==> config.mk <==
export PLATFORM = sky130hd
export DESIGN_NAME = cmd_dispatch_scheduler
export DESIGN_NICKNAME = d
export VERILOG_FILES = /design/src/rtl/cmd_pkg.sv /design/src/rtl/sync_fifo.sv /design/src/rtl/cmd_dispatch_scheduler.sv
export SDC_FILE = /design/constraint.sdc
export NUM_CORES = 1
export LEC_CHECK = 0
export ABC_AREA = 0
export CORE_MARGIN = 1
export CORE_UTILIZATION = 50
export DETAILED_ROUTE_END_ITERATION = 10
export GPL_TIMING_DRIVEN = 0
export HOLD_SLACK_MARGIN = 0.05
export PLACE_DENSITY_LB_ADDON = 0.3
export SLEW_MARGIN = 10
export SYNTH_ARGS = -nofsm -noshare
export SYNTH_HDL_FRONTEND = slang
export SYNTH_SLANG_ARGS = --single-unit
export TNS_END_PERCENT = 5
==> constraint.sdc <==
create_clock -name clk -period 12.6 [get_ports clk]
set_input_delay 1.89 -clock clk [delete_from_list [all_inputs] [get_ports clk]]
set_output_delay 1.89 -clock clk [all_outputs]
set_load 0.1 [all_outputs]
==> src/rtl/cmd_pkg.sv <==
// cmd_pkg: shared definitions for the command dispatch scheduler.
//   CMD_HALT         opcode value that retires the command stream
//   OPCODE_MSB/LSB   opcode field position inside a 64-bit command word
//   CORE_SEL_BIT     bit selecting the target core (0=Core0, 1=Core1)
//   sched_state_t    scheduler state encoding {RUN, DRAIN, HALTED}
//   is_halt()        true when a command word carries the HALT opcode
package cmd_pkg;

    localparam logic [7:0] CMD_HALT     = 8'h00;
    localparam int         OPCODE_MSB   = 63;
    localparam int         OPCODE_LSB   = 56;
    localparam int         CORE_SEL_BIT = 48;

    typedef enum logic [1:0] {
        RUN    = 2'd0,
        DRAIN  = 2'd1,
        HALTED = 2'd2
    } sched_state_t;

    function automatic logic is_halt(input logic [63:0] word);
        return word[OPCODE_MSB:OPCODE_LSB] == CMD_HALT;
    endfunction

endpackage

==> src/rtl/sync_fifo.sv <==
// sync_fifo: single-clock show-ahead FIFO.
//   clk, rst   clock and synchronous active-high reset
//   push       write wdata (ignored when full)
//   pop        drop the head entry (ignored when empty)
//   wdata      write data
//   rdata      current head entry, valid whenever !empty
//   full       DEPTH entries stored
//   empty      no entries stored
//   count      number of stored entries, 0..DEPTH
// DEPTH must be a power of two; the pointers carry one extra wrap bit so
// full and empty can be told apart when the index bits match.
module sync_fifo #(
    parameter int WIDTH = 64,
    parameter int DEPTH = 8
) (
    input  logic                     clk,
    input  logic                     rst,
    input  logic                     push,
    input  logic                     pop,
    input  logic [WIDTH-1:0]         wdata,
    output logic [WIDTH-1:0]         rdata,
    output logic                     full,
    output logic                     empty,
    output logic [$clog2(DEPTH):0]   count
);

    localparam int AW = $clog2(DEPTH);
    localparam int PW = AW + 1;

    logic [WIDTH-1:0] mem [DEPTH];
    logic [PW-1:0]    wr_ptr;
    logic [PW-1:0]    rd_ptr;
    logic             do_push;
    logic             do_pop;

    assign do_push = push && !full;
    assign do_pop  = pop && !empty;

    // Pointer bookkeeping; each pointer advances independently so a
    // simultaneous push and pop leaves the count unchanged.
    always_ff @(posedge clk) begin
        if (rst) begin
            wr_ptr <= '0;
            rd_ptr <= '0;
        end else begin
            if (do_push) begin
                wr_ptr <= wr_ptr + PW'(1);
            end
            if (do_pop) begin
                rd_ptr <= rd_ptr + PW'(1);
            end
        end
    end

    // Storage has no reset; stale contents are never visible because
    // empty masks them.
    always_ff @(posedge clk) begin
        if (do_push) begin
            mem[wr_ptr[AW-1:0]] <= wdata;
        end
    end

    assign rdata = mem[rd_ptr[AW-1:0]];
    assign empty = (wr_ptr == rd_ptr);
    assign full  = (wr_ptr[AW] != rd_ptr[AW]) &&
                   (wr_ptr[AW-1:0] == rd_ptr[AW-1:0]);
    assign count = wr_ptr - rd_ptr;

endmodule

==> src/rtl/cmd_dispatch_scheduler.sv <==
// cmd_dispatch_scheduler: in-order command queue feeding two compute cores.
//   clk, rst        clock and synchronous active-high reset
//   cmd_valid       host offers cmd_data this cycle
//   cmd_data        64-bit command; [63:56] opcode, [48] core select
//   cmd_ready       queue accepts a command this cycle
//   core0_start     one-cycle dispatch pulse to Core0
//   core1_start     one-cycle dispatch pulse to Core1
//   core_cmd        command word accompanying the start pulse, else 0
//   core0_ready     Core0 idle
//   core1_ready     Core1 idle
//   halted          HALT has retired; sticky until reset
//   occupancy       commands currently queued
//   core0_count     commands dispatched to Core0 (wrapping)
//   core1_count     commands dispatched to Core1 (wrapping)
// The queue is strictly in order: a head command waiting on a busy core
// blocks everything behind it. A HALT at the head waits until both cores
// are idle, then retires without a start pulse and freezes the scheduler.
module cmd_dispatch_scheduler #(
    parameter int DEPTH = 8,
    parameter int CNT_W = 32
) (
    input  logic                     clk,
    input  logic                     rst,
    input  logic                     cmd_valid,
    input  logic [63:0]              cmd_data,
    output logic                     cmd_ready,
    output logic                     core0_start,
    output logic                     core1_start,
    output logic [63:0]              core_cmd,
    input  logic                     core0_ready,
    input  logic                     core1_ready,
    output logic                     halted,
    output logic [$clog2(DEPTH):0]   occupancy,
    output logic [CNT_W-1:0]         core0_count,
    output logic [CNT_W-1:0]         core1_count
);

    import cmd_pkg::*;

    sched_state_t state_q;
    sched_state_t state_d;

    logic        fifo_full;
    logic        fifo_empty;
    logic [63:0] head;
    logic        push;
    logic        pop;
    logic        disp0;
    logic        disp1;
    logic        halt_done;
    logic        hold0;
    logic        hold1;

    // Reset forces cmd_ready low combinationally so nothing is captured
    // in the same cycle the queue is being cleared.
    assign cmd_ready = !fifo_full && (state_q != HALTED) && !rst;
    assign push      = cmd_valid && cmd_ready;

    sync_fifo #(
        .WIDTH (64),
        .DEPTH (DEPTH)
    ) u_fifo (
        .clk   (clk),
        .rst   (rst),
        .push  (push),
        .pop   (pop),
        .wdata (cmd_data),
        .rdata (head),
        .full  (fifo_full),
        .empty (fifo_empty),
        .count (occupancy)
    );

    // State register.
    always_ff @(posedge clk) begin
        if (rst) begin
            state_q <= RUN;
        end else begin
            state_q <= state_d;
        end
    end

    // Dispatch decision. A core is eligible only when it reports ready and
    // its start is not being driven this cycle (holdoff), which covers the
    // one-cycle gap before the core has had a chance to drop ready.
    always_comb begin
        state_d   = state_q;
        pop       = 1'b0;
        disp0     = 1'b0;
        disp1     = 1'b0;
        halt_done = 1'b0;
        case (state_q)
            RUN: begin
                if (!fifo_empty) begin
                    if (is_halt(head)) begin
                        state_d = DRAIN;
                    end else if (!head[CORE_SEL_BIT]) begin
                        if (core0_ready && !hold0) begin
                            pop   = 1'b1;
                            disp0 = 1'b1;
                        end
                    end else begin
                        if (core1_ready && !hold1) begin
                            pop   = 1'b1;
                            disp1 = 1'b1;
                        end
                    end
                end
            end
            DRAIN: begin
                if (core0_ready && core1_ready && !hold0 && !hold1) begin
                    pop       = 1'b1;
                    halt_done = 1'b1;
                    state_d   = HALTED;
                end
            end
            HALTED: begin
                state_d = HALTED;
            end
            default: begin
                state_d = RUN;
            end
        endcase
    end

    // Registered dispatch outputs, holdoff flags, counters and halted.
    // Holdoff mirrors the start pulse: it is set exactly in the cycle the
    // core sees start.
    always_ff @(posedge clk) begin
        if (rst) begin
            core0_start <= 1'b0;
            core1_start <= 1'b0;
            core_cmd    <= '0;
            hold0       <= 1'b0;
            hold1       <= 1'b0;
            core0_count <= '0;
            core1_count <= '0;
            halted      <= 1'b0;
        end else begin
            core0_start <= disp0;
            core1_start <= disp1;
            hold0       <= disp0;
            hold1       <= disp1;
            core_cmd    <= (disp0 || disp1) ? head : 64'd0;
            if (disp0) begin
                core0_count <= core0_count + CNT_W'(1);
            end
            if (disp1) begin
                core1_count <= core1_count + CNT_W'(1);
            end
            if (halt_done) begin
                halted <= 1'b1;
            end
        end
    end

endmodule

Yosys cells after proc, flatten, opt, wreduce, memory -nomap -nowiden --
Memory sizes are Yosys's and may differ from the RTL's. A register that Yosys moved wholly into a read port is not among the register bits. Cells that the tools add are included.
Operators by class: equal/unequal tests 9, bitwise logic cells 1, mux-type cells 24, reduce and logical (&&, ||, !) cells 21, $add $sub $neg 5
Operators by type and width (count):
- $add 32x1->32 const B | 2
- $mux 1 | 17
- $logic_and 1x1->1 | 11
- $add 4x1->4 const B | 2
- $logic_not 8->1 | 1
- $ne 2x2->1 const B | 4
- $mux 2 | 3
- $mux 3 | 2
- $pmux 2 s3 | 1
- $logic_not 1->1 | 5
- $eq 4x4->1 | 1
- $sub 4x4->4 | 1
- $eq 3x3->1 | 1
- $reduce_and 3->1 | 1
- $eq 2x1->1 const B | 1
- $eq 2x2->1 const B | 1
- $logic_not 2->1 | 1
- $pmux 1 s2 | 1
- $reduce_or 2->1 | 1
- $logic_or 1x1->1 | 1
- $ne 1x1->1 | 1
- $not 1->1 | 1
Storage, ports and cells: register bits after elaboration 141, output and inout bits 136, word-level logic and storage cells 70, input bits 69, memory bits (writable) 512, memories 1
Memory list:
- u_fifo.mem | depth 8, bits a word 64, read ports 1, clocked after Yosys merged registers in 1, wr ports 1, RTL line sync_fifo.sv:30 | logic [WIDTH-1:0] mem [DEPTH];

Logic depth before layout (Yosys ltp) --
depth after elaboration 10, mapped depth 11, depth with buffers taken out 8

By module --
A second synthesis with hierarchy kept.
Unflattened totals: cell total of the unflattened synthesis 1371, area, all modules 25248.0 um^2
By module, submodules not included:
- sync_fifo | sequential area each 15595.0 um^2, times used 1, cells each 812, area an instance 19822.8 um^2
- cmd_dispatch_scheduler | sequential area each 2662.6 um^2, times used 1, cells each 559, area an instance 5425.2 um^2

Least setup slack after synthesis --
OpenSTA, ideal clock, no wires.
path type input to register, start point input rst, end point memory u_fifo.mem[0][0] (enable), cell stages on the path 4, path buffers 1, data arrival time 11223 ps, data required time 11956 ps, slack 733 ps, setup time 644 ps, cells stage by stage clkbuf_1 a211oi_1 nand2_1 nor4_1
On the way: longest elaborated chain between the ends 6
RTL lines:
- start: declaration | RTL line cmd_dispatch_scheduler.sv:23 | input logic rst,
- $logic_not 1->1 | RTL line cmd_dispatch_scheduler.sv:56 | assign cmd_ready = !fifo_full && (state_q != HALTED) && !rst;
- $logic_and 1x1->1 | RTL line cmd_dispatch_scheduler.sv:56
- named net cmd_ready | RTL line cmd_dispatch_scheduler.sv:26 | output logic cmd_ready,
- $logic_and 1x1->1 | RTL line cmd_dispatch_scheduler.sv:57 | assign push = cmd_valid && cmd_ready;
- $logic_and 1x1->1 | RTL line sync_fifo.sv:36 | assign do_push = push && !full;
- $mux 1 | RTL line sync_fifo.sv:58 | if (do_push) begin
- $mux 1 (implied by the code) | RTL line sync_fifo.sv:59 | mem[wr_ptr[AW-1:0]] <= wdata;
- end: declaration | RTL line sync_fifo.sv:30
The timed path passes the listed nets, and every way through them passes these cells.

Worst setup path after layout --
start point input rst, end point output cmd_ready
On the way: longest elaborated chain between the ends 2
RTL lines (RTL line):
- $logic_not 1->1 | cmd_dispatch_scheduler.sv:56
- $logic_and 1x1->1 | cmd_dispatch_scheduler.sv:56
- end: declaration | cmd_dispatch_scheduler.sv:26
Every way passes these cells.

==> metrics.txt <==
arrival time worst endpoint 3970 ps; Worst Path Required 10710 ps; cts repair resizes 0; slowest cell delay on critical path 1300 ps; detailed-route via count 13523; critical path fanouts, max 8; number of global-route vias before repair 13611; total detailed-routing wirelength 54000 um; Post-synth top flop sky130_fd_sc_hd__edfxtp_1; peak ir drop on the vdd network 130 uV; number of DRC markers after the initial detailed-route iteration 1212; number of library cell types mapped by synthesis 48; Post-Layout Cell Count 2393; start of the worst register-to-register path u_fifo.wr_ptr[0]; area used by sequential logic in the layout 18300 um2; core occupancy in the finished layout 63.2%; type of the most critical hold path reg -> reg; warning count from the yosys run 0; number of iterations in the first detailed-routing pass 5; number of cells on the worst hold path 2; r2r endpoint u_fifo.mem[0][44]; RSZ-0062 raised after global routing false; Overall Power 5030 uW; overall global routing resource usage 22.0%; final clock skew 26.0 ps; area of the mapped netlist 24600 um2; die height 224 um; number of cells produced by synthesis 1354; Syn-to-layout area delta 23.5%; worst skew pair latency 600 ps; post-CTS clock slew at the launch and capture registers of the worst setup and hold paths 50 ps; Final setup viols 0; number of cell rows 80; number of enable-type register cells in the synthesized netlist 512; Slew HR 26.1%; CTS HTree Levels 3; remaining global-route overflow 0; setup slack of the worst register-to-register path 8610 ps; combined area of the multi-input logic cells 6020 um2; placed cell count 2270; initial core utilization 51.2%; pin slew with the least headroom to its limit 1100 ps; Num CTS Buffers 67; total negative slack 0 ps; per-instance average area after synthesis 18.2 um2; antenna violations before repair 8; worst path cell trace clkbuf_1, a211oi_1, clkdlybuf4s50_1; Synth Register Bits 656; die area 50100 um2; number of I/O port buffers 203; total number of clock tree sinks 656; CP delay by family, top buffers and inverters; wire length of the first global-routing pass 81900 um; DP HPWL 34900 um; portion of the clock cycle consumed by the worst path in the final layout 46.5%; startpoint type of the worst setup path input port; core area 48100 um2; residual DRC count 0; routed vias/inst 5.65; Critical Path End Type primary output; cell with the biggest individual delay on the critical path sky130_fd_sc_hd__clkdlybuf4s50_1; setup slack of the critical path after layout 6740 ps; hold buffer count at CTS 0; post-detailed-route count of antenna-violating nets 0; Endpoint, Worst Hold core0_count[31]; buffers and inverters on the worst path 2; clock tree buffer depth 3; fraction of synthesis flops using an asynchronous set or reset pin 0%; placement-stage worst setup slack 6770 ps; length in cells of the worst reg-to-reg path 10; leak pwr 0.00955 uW; final number of hold-violating endpoints 0; Synth Net Count 1434; layout cell share with drive strength beyond 1 19.4%; Final Max Tran Viols 0; Setup CP Type in -> out; number of max-cap violations 0; number of buffers inserted to repair setup after CTS 0; routability congestion estimate from global placement 0.851; clock root buffer master sky130_fd_sc_hd__clkbuf_16; clock tree from TritonCTS built; Period minus WS final 5860 ps; number of fillers in the final layout 3389; Seq/Total Area, Yosys 74.1%; net count reported at finish 1763; Die Width 224 um; highest achievable clock rate 171 MHz; maximum number of pins on one net before global-route repair 23; result of the run complete, no violations; HP Start core0_count[31]; total power divided by cell area 165 nW/um2; top-level I/O count 205; WL/cell 22.6 um
## worst max-delay path by stage
stage | endpoint | cells after the start | from | slack (ps)
after floorplan | u_fifo.mem[0][0] | 4 | rst | 730
after detailed placement | cmd_ready | 3 | rst | 6770
final | cmd_ready | 3 | rst | 6740
after CTS | cmd_ready | 3 | rst | 6750
after global placement | u_fifo.mem[0][44] | 4 | rst | -3670
after global routing | cmd_ready | 3 | rst | 6660
## flip-flops by register name, summed over array words and instances, names as in the netlist, named ones only
register	cells
core0_count	32
halted	1
core_cmd	64
state_q	2
u_fifo.rd_ptr	4
core1_count	32
hold0	1
u_fifo.mem	512
hold1	1
u_fifo.wr_ptr	4
## cell families (layout without fill, tap and decap cells)
kind of cell / after synthesis / after routing / synth area share, %
compound gates: 133 / 133 / 3.26
flops: 656 / 656 / 74.1
mux: 200 / 200 / 14.7
buf+inv: 86 / 467 / 1.62
other cells: 0 / 2 / 0
xor+xnor: 13 / 13 / 0.462
fa+ha+maj: 11 / 11 / 0.589
simple gates: 255 / 255 / 5.28
## synthesized netlist by cell type, types with 2 or more instances
master | n | area, um2
sky130_fd_sc_hd__nand4_1 | 15 | 93.8
sky130_fd_sc_hd__and4_1 | 6 | 52.6
sky130_fd_sc_hd__and2_1 | 2 | 12.5
sky130_fd_sc_hd__nor3_1 | 5 | 25.0
sky130_fd_sc_hd__o2111ai_1 | 3 | 26.3
sky130_fd_sc_hd__o211ai_2 | 2 | 25.0
sky130_fd_sc_hd__o2111ai_2 | 3 | 45.0
sky130_fd_sc_hd__clkbuf_1 | 28 | 105
sky130_fd_sc_hd__inv_1 | 22 | 82.6
sky130_fd_sc_hd__xor2_1 | 6 | 52.6
sky130_fd_sc_hd__edfxtp_1 | 512 | 15400
sky130_fd_sc_hd__nor2b_1 | 4 | 25.0
sky130_fd_sc_hd__o21ai_1 | 3 | 15.0
sky130_fd_sc_hd__or3_1 | 41 | 257
sky130_fd_sc_hd__a31o_2 | 2 | 17.5
sky130_fd_sc_hd__mux2_2 | 5 | 56.3
sky130_fd_sc_hd__o31ai_1 | 14 | 105
sky130_fd_sc_hd__buf_2 | 12 | 60.1
sky130_fd_sc_hd__buf_1 | 12 | 45.0
sky130_fd_sc_hd__buf_4 | 8 | 60.1
sky130_fd_sc_hd__mux4_2 | 128 | 2880
sky130_fd_sc_hd__nand2b_1 | 5 | 31.3
sky130_fd_sc_hd__mux2i_1 | 67 | 671
sky130_fd_sc_hd__o21ai_0 | 37 | 185
sky130_fd_sc_hd__nor2_1 | 95 | 357
sky130_fd_sc_hd__nand2_1 | 29 | 109
sky130_fd_sc_hd__or2_2 | 3 | 18.8
sky130_fd_sc_hd__or4_1 | 14 | 105
sky130_fd_sc_hd__buf_6 | 4 | 45.0
sky130_fd_sc_hd__a21oi_1 | 59 | 295
sky130_fd_sc_hd__ha_1 | 10 | 125
sky130_fd_sc_hd__o211ai_1 | 2 | 15.0
sky130_fd_sc_hd__xnor2_1 | 7 | 61.3
sky130_fd_sc_hd__and3_1 | 6 | 37.5
sky130_fd_sc_hd__dfxtp_1 | 144 | 2880
sky130_fd_sc_hd__nor4_1 | 4 | 25.0
sky130_fd_sc_hd__nand3_1 | 24 | 120
## worst min-delay path, delay by kind of cell (launching register included)
family / cells / cell delay [ps]
compound gates: 2 / 130
flops: 1 / 310
## final cells by class
| type | instances | area share, % |
|---|---|---|
| Tap cell | 656 | 2.70 |
| Sequential cell | 656 | 60.0 |
| Clock inverter | 26 | 1.04 |
| Buffer | 64 | 1.04 |
| Multi-Input combinational cell | 612 | 19.8 |
| Clock buffer | 95 | 6.40 |
| Inverter | 22 | 0.271 |
| Antenna cell | 2 | 0.0165 |
| Timing Repair Buffer | 260 | 8.74 |
## layout by cell type, fill, tap and decap left out, drive strengths merged, types with 10 or more instances in the layout
cell,instances
buf,93
or4,14
clkinv,11
nor2,95
clkbuf,123
or3,41
ha,10
nand3,24
o21ai,40
dfxtp,144
nand2,29
nand4,15
edfxtp,512
clkdlybuf4s50,203
a21oi,59
inv,24
mux2i,67
o31ai,14
mux4,128
## layer usage
metal  up-vias  part of all wire (%)  GRT usage, %
met2       442                    49          35.9
met1      6923                    43          29.7
met3        87                   6.3          4.50
met4        12                   2.0          7.11
li1       6059                     -             -
met5         -                  0.17             0
## per-stage QoR
| step | hold WS (ps) | instance area (um2) |
|---|---|---|
| floorplan | 487 | 24600 |
| global placement | 468 | 27500 |
| detailed placement | 481 | 28200 |
| CTS | 488 | 30400 |
| global route | 519 | 30400 |
| finish | 485 | 30400 |
## power by group
part	switching, uW	internal [uW]
sequential	17.0	2370
clock	796	1220
combinational	387	236
Power figures use the tool's default switching activity.
==> RTL edit 1: new RTL, same settings <==
Re-encode `sched_state_t` (3 states) as one-hot, 3 bits wide.
--- a/src/rtl/cmd_pkg.sv
+++ b/src/rtl/cmd_pkg.sv
@@ -11,10 +11,10 @@
     localparam int         OPCODE_LSB   = 56;
     localparam int         CORE_SEL_BIT = 48;
 
-    typedef enum logic [1:0] {
-        RUN    = 2'd0,
-        DRAIN  = 2'd1,
-        HALTED = 2'd2
+    typedef enum logic [2:0] {
+        RUN    = 3'b001,
+        DRAIN  = 3'b010,
+        HALTED = 3'b100
     } sched_state_t;
 
     function automatic logic is_halt(input logic [63:0] word);
Behaviour: no difference found for any inputs over 4 cycles, from zero or initial values and one cycle with rst high; so few cycles prove little.
==> RTL edit 1 against the original RTL <==
  * Global-route usage shrank 0.66 points
  * Register-to-register slack worse by 0.03 ns
  * Routed wire length is 2.7% lower
  * Sequential cell count is 1 higher
  * Largest cell class unchanged
  * Final cell count rose by 0.67%
  * Worst hold slack worse by 0.015 ns
  * Combinational power decreased by 29%
  * Count of clock-buffer cells in the layout shrank 3
  * Power down 4.3%
  * Critical endpoint unchanged
  * Cell area up 0.40%
  * Worst setup slack worse by 0.48 ns
  * Synthesized area up 0.53%
==> RTL edit 1: results (changes against the original RTL) <==
{| class="wikitable"
! Metric !! Value
|-
| Outcome || complete, no violations
|-
| Hold slack || 0.469 ns (-0.0155 ns)
|-
| Violation count after the first detailed-route iteration || 1194 (-1.5%)
|-
| Hold Path End || halted
|-
| Number of buffers inserted to repair setup after CTS || 0 (unchanged)
|-
| Peak fanout along the critical path || 7 (-1)
|-
| Largest area contributor in the netlist || edfxtp_1
|-
| Yosys warning count || 0 (unchanged)
|-
| Final HPWL DP || 34.5 mm (-1.2%)
|-
| Critical Path AT || 4.45 ns (+0.48 ns)
|-
| Number of synthesized flops with an enable pin || 512 (unchanged)
|-
| Total of buffers placed on input and output ports || 204 (+0.49%)
|-
| Worst reg2reg setup slack || 8.58 ns (-0.03 ns)
|-
| Clock tree root buffer cell || clkbuf_16
|-
| Overall routed net length || 52.5 mm (-2.7%)
|-
| Via count || 13500 (-0.18%)
|-
| Num CTS Buffers || 68 (+1.5%)
|-
| Critical R2R Launch || u_fifo.rd_ptr[1]
|-
| Synth cell types || 56 (+17%)
|-
| Area after detailed placement || 28300 sq um (+0.48%)
|-
| Fin nets || 1765 (+0.11%)
|-
| Top delay family on crit path || buffers and inverters
|-
| Crit-path max cell delay || 1.31 ns
|-
| Maximum vdd ir drop || 0.000133 V (+2.3%)
|-
| Post-synthesis sequential area ratio || 0.738 (-0.00312)
|-
| Clock latency on the worst-skew pair || about 0.59 ns
|-
| Share of cells above drive strength 1 || 0.179 (-0.0151)
|-
| Commonest cells post-synth || edfxtp_1, dfxtp_1, mux4_2
|-
| Cell depth of the worst flop-to-flop path || 10 (unchanged)
|-
| Class of the tightest hold or removal check || reg -> reg
|-
| Synth Net Count || 1455 (+1.5%)
|-
| Number of global-route vias before repair || 13700 (+0.84%)
|-
| Pin count of the biggest net entering global routing || 24 (+4.3%)
|-
| Transition time at the pin with the least slew margin || 1.12 ns (+0.0175 ns)
|-
| Total global routing track utilization || 0.213 (-0.00657)
|-
| Count of fill cells added during filler insertion || 3464 (+2.2%)
|-
| Global-route wire length before repair || 80.2 mm (-2.1%)
|-
| Worst r2r dst || u_fifo.mem[0][35]
|-
| Worst hold start || halted
|-
| Initial antenna violation count || 6 (-2)
|-
| Biggest area contributors in the synthesized netlist || edfxtp_1, dfxtp_1, mux4_2
|-
| Maximum buffer depth of the clock tree || 3 (unchanged)
|-
| Number of buffers inserted by hold repair at cts || 0 (unchanged)
|-
| First-pass iteration count of the detailed router || 5 (unchanged)
|-
| Fraction of synthesized cell area taken by the top area cell type || 0.621 (-0.00331)
|-
| Number of maximum-capacitance constraint violations || 0 (unchanged)
|-
| H-tree depth || 3 (unchanged)
|-
| Flip-flop count of the largest register, all copies and words added || 512 (unchanged)
|-
| Clock-pin transition on the worst setup and hold timing paths || 0.05 ns (about the same)
|-
| Placer congestion estimate || 0.865 (+1.6%)
|-
| Cell type of the slowest stage on the worst timing path || clkdlybuf4s50_1
|-
| LEAKAGE || 9.52 nW (-0.25%)
|-
| Final setup skew || 0.0159 ns (-0.0101 ns)
|-
| Drt drc || 0 (unchanged)
|}
RTL edit 1: cell count changes after synthesis, moves of 4 or more:
cell,before,now
nand2_1,29,36
o21ai_1,3,13
clkbuf_1,28,33
and2_1,2,6
buf_2,12,7
o21ai_0,37,25
nor2b_1,4,10
RTL edit 1: worst min-delay path, stage by stage (launching register included):
cell and delay, ns:
dfxtp_1 0.32, nor2_1 0.05, nor2_1 0.06
RTL edit 1: kinds of logic after synthesis:
logic type               synth area share
XOR/XNOR                          0.00354
flip-flops                          0.738
multiplexers                        0.147
AO/OA/AOI/OAI                      0.0345
AND/OR/NAND/NOR                    0.0575
adder cells (fa/ha/maj)           0.00435
buffers and inverters              0.0149
RTL edit 1: power by group:
group | internal, mW | switching, mW | total, mW
registers | 2.36 | 0.0110 | 2.38
logic | 0.171 | 0.272 | 0.443
clock network | 1.19 | 0.801 | 2.00
total | 3.73 | 1.08 | 4.81
RTL edit 1: how the worst max path moves through the flow:
stage	startpoint	to	slack (ns)
2_1_floorplan	rst	u_fifo.mem[0][0]	2.65
3_3_place_gp	rst	u_fifo.mem[0][35]	-0.41
3_5_place_dp	rst	cmd_ready	6.19
4_1_cts	rst	cmd_ready	6.18
5_1_grt	rst	cmd_ready	6.14
6_report	rst	cmd_ready	6.26
RTL edit 1: metrics by stage:
step / setup WS (ns) / instances / utilization
final: 6.26 / 2409 / 0.625
after global routing: 6.14 / 2408 / 0.625
after CTS: 6.18 / 2406 / 0.625
after detailed placement: 6.19 / 2282 / 0.579
after global placement: -0.406 / 2246 / 0.566
after floorplan: 2.65 / 1378 / -
RTL edit 1: per-layer routing:
| layer | GRT usage | share of wire | vias up |
|---|---|---|---|
| li1 | - | - | 6118 |
| met1 | 0.293 | 0.43 | 6886 |
| met2 | 0.346 | 0.49 | 417 |
| met3 | 0.0432 | 0.062 | 72 |
| met4 | 0.0661 | 0.017 | 6 |
| met5 | 0 | 0.00084 | - |
RTL edit 1: final cells by class:
| type | instances | area share |
|---|---|---|
| repair buffers | 240 | 0.0866 |
| clock inverters | 32 | 0.00934 |
| clock buffers | 92 | 0.0642 |
| plain buffers | 63 | 0.00950 |
| well taps | 664 | 0.0272 |
| inverters | 21 | 0.00258 |
| multi-input cells | 637 | 0.202 |
| flip-flops and latches | 657 | 0.598 |
| diodes | 3 | 0.000246 |
==> RTL edit 2: new RTL, same flow settings <==
Without the edit above. Change the parameter `CNT_W` from 32 to 24.
--- a/src/rtl/cmd_dispatch_scheduler.sv
+++ b/src/rtl/cmd_dispatch_scheduler.sv
@@ -17,7 +17,7 @@
 // are idle, then retires without a start pulse and freezes the scheduler.
 module cmd_dispatch_scheduler #(
     parameter int DEPTH = 8,
-    parameter int CNT_W = 32
+    parameter int CNT_W = 24
 ) (
     input  logic                     clk,
     input  logic                     rst,
Ports: changed (resized core0_count and core1_count); port bits go from 205 to 189. No check against the original RTL was run, so the function may have changed too.
==> RTL edit 2 against the original RTL <==
  * Synthesized area down 2.5%
  * Register-to-register slack better by 0.13 ns
  * Critical endpoint unchanged
  * Worst setup slack worse by 0.37 ns
  * Maximum frequency down 5.9%
  * Routed wire length down 4.2%
  * Sequential cell count down 16
  * Critical path type unchanged
  * Non-clock buffer count down 14
  * Sequential share of layout area up 0.65 points
  * Synthesized cell count down 5.5%
  * Largest cell class unchanged
  * Cell area down 2.8%
  * Power down 4.9%
==> RTL edit 2: results (changes against the original RTL) <==
{| class="wikitable"
! Metric !! Value
|-
| Worst hold start || core1_count[23]
|-
| Total global routing track utilization || 0.216 (-0.00395)
|-
| Outcome || complete, no violations
|-
| Worst relative slew slack || 0.329 (+0.0678)
|-
| Worst r2r dst || u_fifo.mem[4][29]
|-
| Post-synthesis sequential area ratio || 0.747 (+0.00578)
|-
| Share of cells above drive strength 1 || 0.200 (+0.00658)
|-
| Critical Path AT || 4.34 ns (+0.37 ns)
|-
| Number of multi-input combinational cells || 560 (-8.5%)
|-
| Final setup skew || 0.0324 ns (+0.00639 ns)
|-
| Synth Area in XOR/XNOR || 0.00255 (-0.00207)
|-
| Pin count of the biggest net entering global routing || 20 (-13%)
|-
| Maximum vdd ir drop || 0.000153 V (+18%)
|-
| Synth Net Count || 1360 (-5.2%)
|-
| Biggest area contributors in the synthesized netlist || edfxtp_1, mux4_2, dfxtp_1
|-
| Placer congestion estimate || 0.839 (-1.4%)
|-
| Area after detailed placement || 27400 sq um (-2.8%)
|-
| Seq_cells || 640 (-2.4%)
|-
| Multiplexer share of the synthesized area || 0.150 (+0.00389)
|-
| Register fraction of the total cell area || 0.607 (+0.00654)
|-
| Count of fill cells added during filler insertion || 3262 (-3.7%)
|-
| Number of non-clock buffers in the layout || 310 (-4.3%)
|-
| Worst reg2reg setup slack || 8.74 ns (+0.13 ns)
|-
| Violation count after the first detailed-route iteration || 1241 (+2.4%)
|-
| DR WL/cell || 22.9 um (+1.4%)
|-
| Fin nets || 1678 (-4.8%)
|-
| Post-synthesis compound-gate area fraction || 0.0271 (-0.00552)
|-
| Synthesized-area fraction occupied by adder cells || 0.00605 (+0.000152)
|-
| Global-route wire length before repair || 79.4 mm (-3.1%)
|-
| Commonest cells post-synth || edfxtp_1, dfxtp_1, mux4_2
|-
| Per-instance average area after synthesis || 18.8 sq um (+3.1%)
|-
| Non-clk buf share || 0.0961 (-0.00170)
|-
| Relative area of clock buffers and inverters in the final design || 0.0746 (+0.000290)
|-
| LEAKAGE || 9.37 nW (-1.8%)
|-
| Area delta synth->final || 23.2%
|}
[RTL edit 2: routing by layer]
metal | vias up | global-route usage | routed length (um)
met3 | 68 | 0.0463 | 3330
met5 | - | 0 | 39
met1 | 6697 | 0.299 | 22300
met2 | 453 | 0.345 | 25200
met4 | 6 | 0.0663 | 903
li1 | 5792 | - | -
[RTL edit 2: per-stage QoR]
| step | hold WS, ns | power, mW | setup slack [ns] | util | std cells |
|---|---|---|---|---|---|
| CTS | 0.485 | 4.82 | 6.37 | 0.630 | 2260 |
| detailed placement | 0.476 | 2.86 | 6.39 | 0.583 | 2136 |
| global placement | 0.467 | 2.85 | -1.04 | 0.568 | 2075 |
| global route | 0.523 | 4.93 | 6.32 | 0.630 | 2261 |
| floorplan | 0.467 | 2.71 | 2.41 | - | 1280 |
| finish | 0.493 | 4.78 | 6.37 | 0.630 | 2262 |
[RTL edit 2: cells by family after synthesis]
logic type,Yosys count
buf+inv,80
simple gates,240
mux,200
xor+xnor,7
compound gates,102
fa+ha+maj,11
flops,640
[RTL edit 2: critical path: stages]
cell and delay, ns:
clkdlybuf4s50_1 0.55, a211oi_1 0.61, clkdlybuf4s50_1 1.28
[RTL edit 2: how the worst max path moves through the flow]
stage / to / slack [ns] / depth (start not counted)
3_3_place_gp: u_fifo.mem[5][26] / -1.04 / 4
5_1_grt: cmd_ready / 6.32 / 3
3_5_place_dp: cmd_ready / 6.39 / 3
2_1_floorplan: u_fifo.mem[4][0] / 2.41 / 3
4_1_cts: cmd_ready / 6.37 / 3
6_report: cmd_ready / 6.37 / 3
[RTL edit 2: report_power, final]
part / total [mW] / internal [mW] / switching (mW)
clock network: 1.98 / 1.17 / 0.806
logic: 0.478 / 0.177 / 0.301
registers: 2.33 / 2.32 / 0.0126
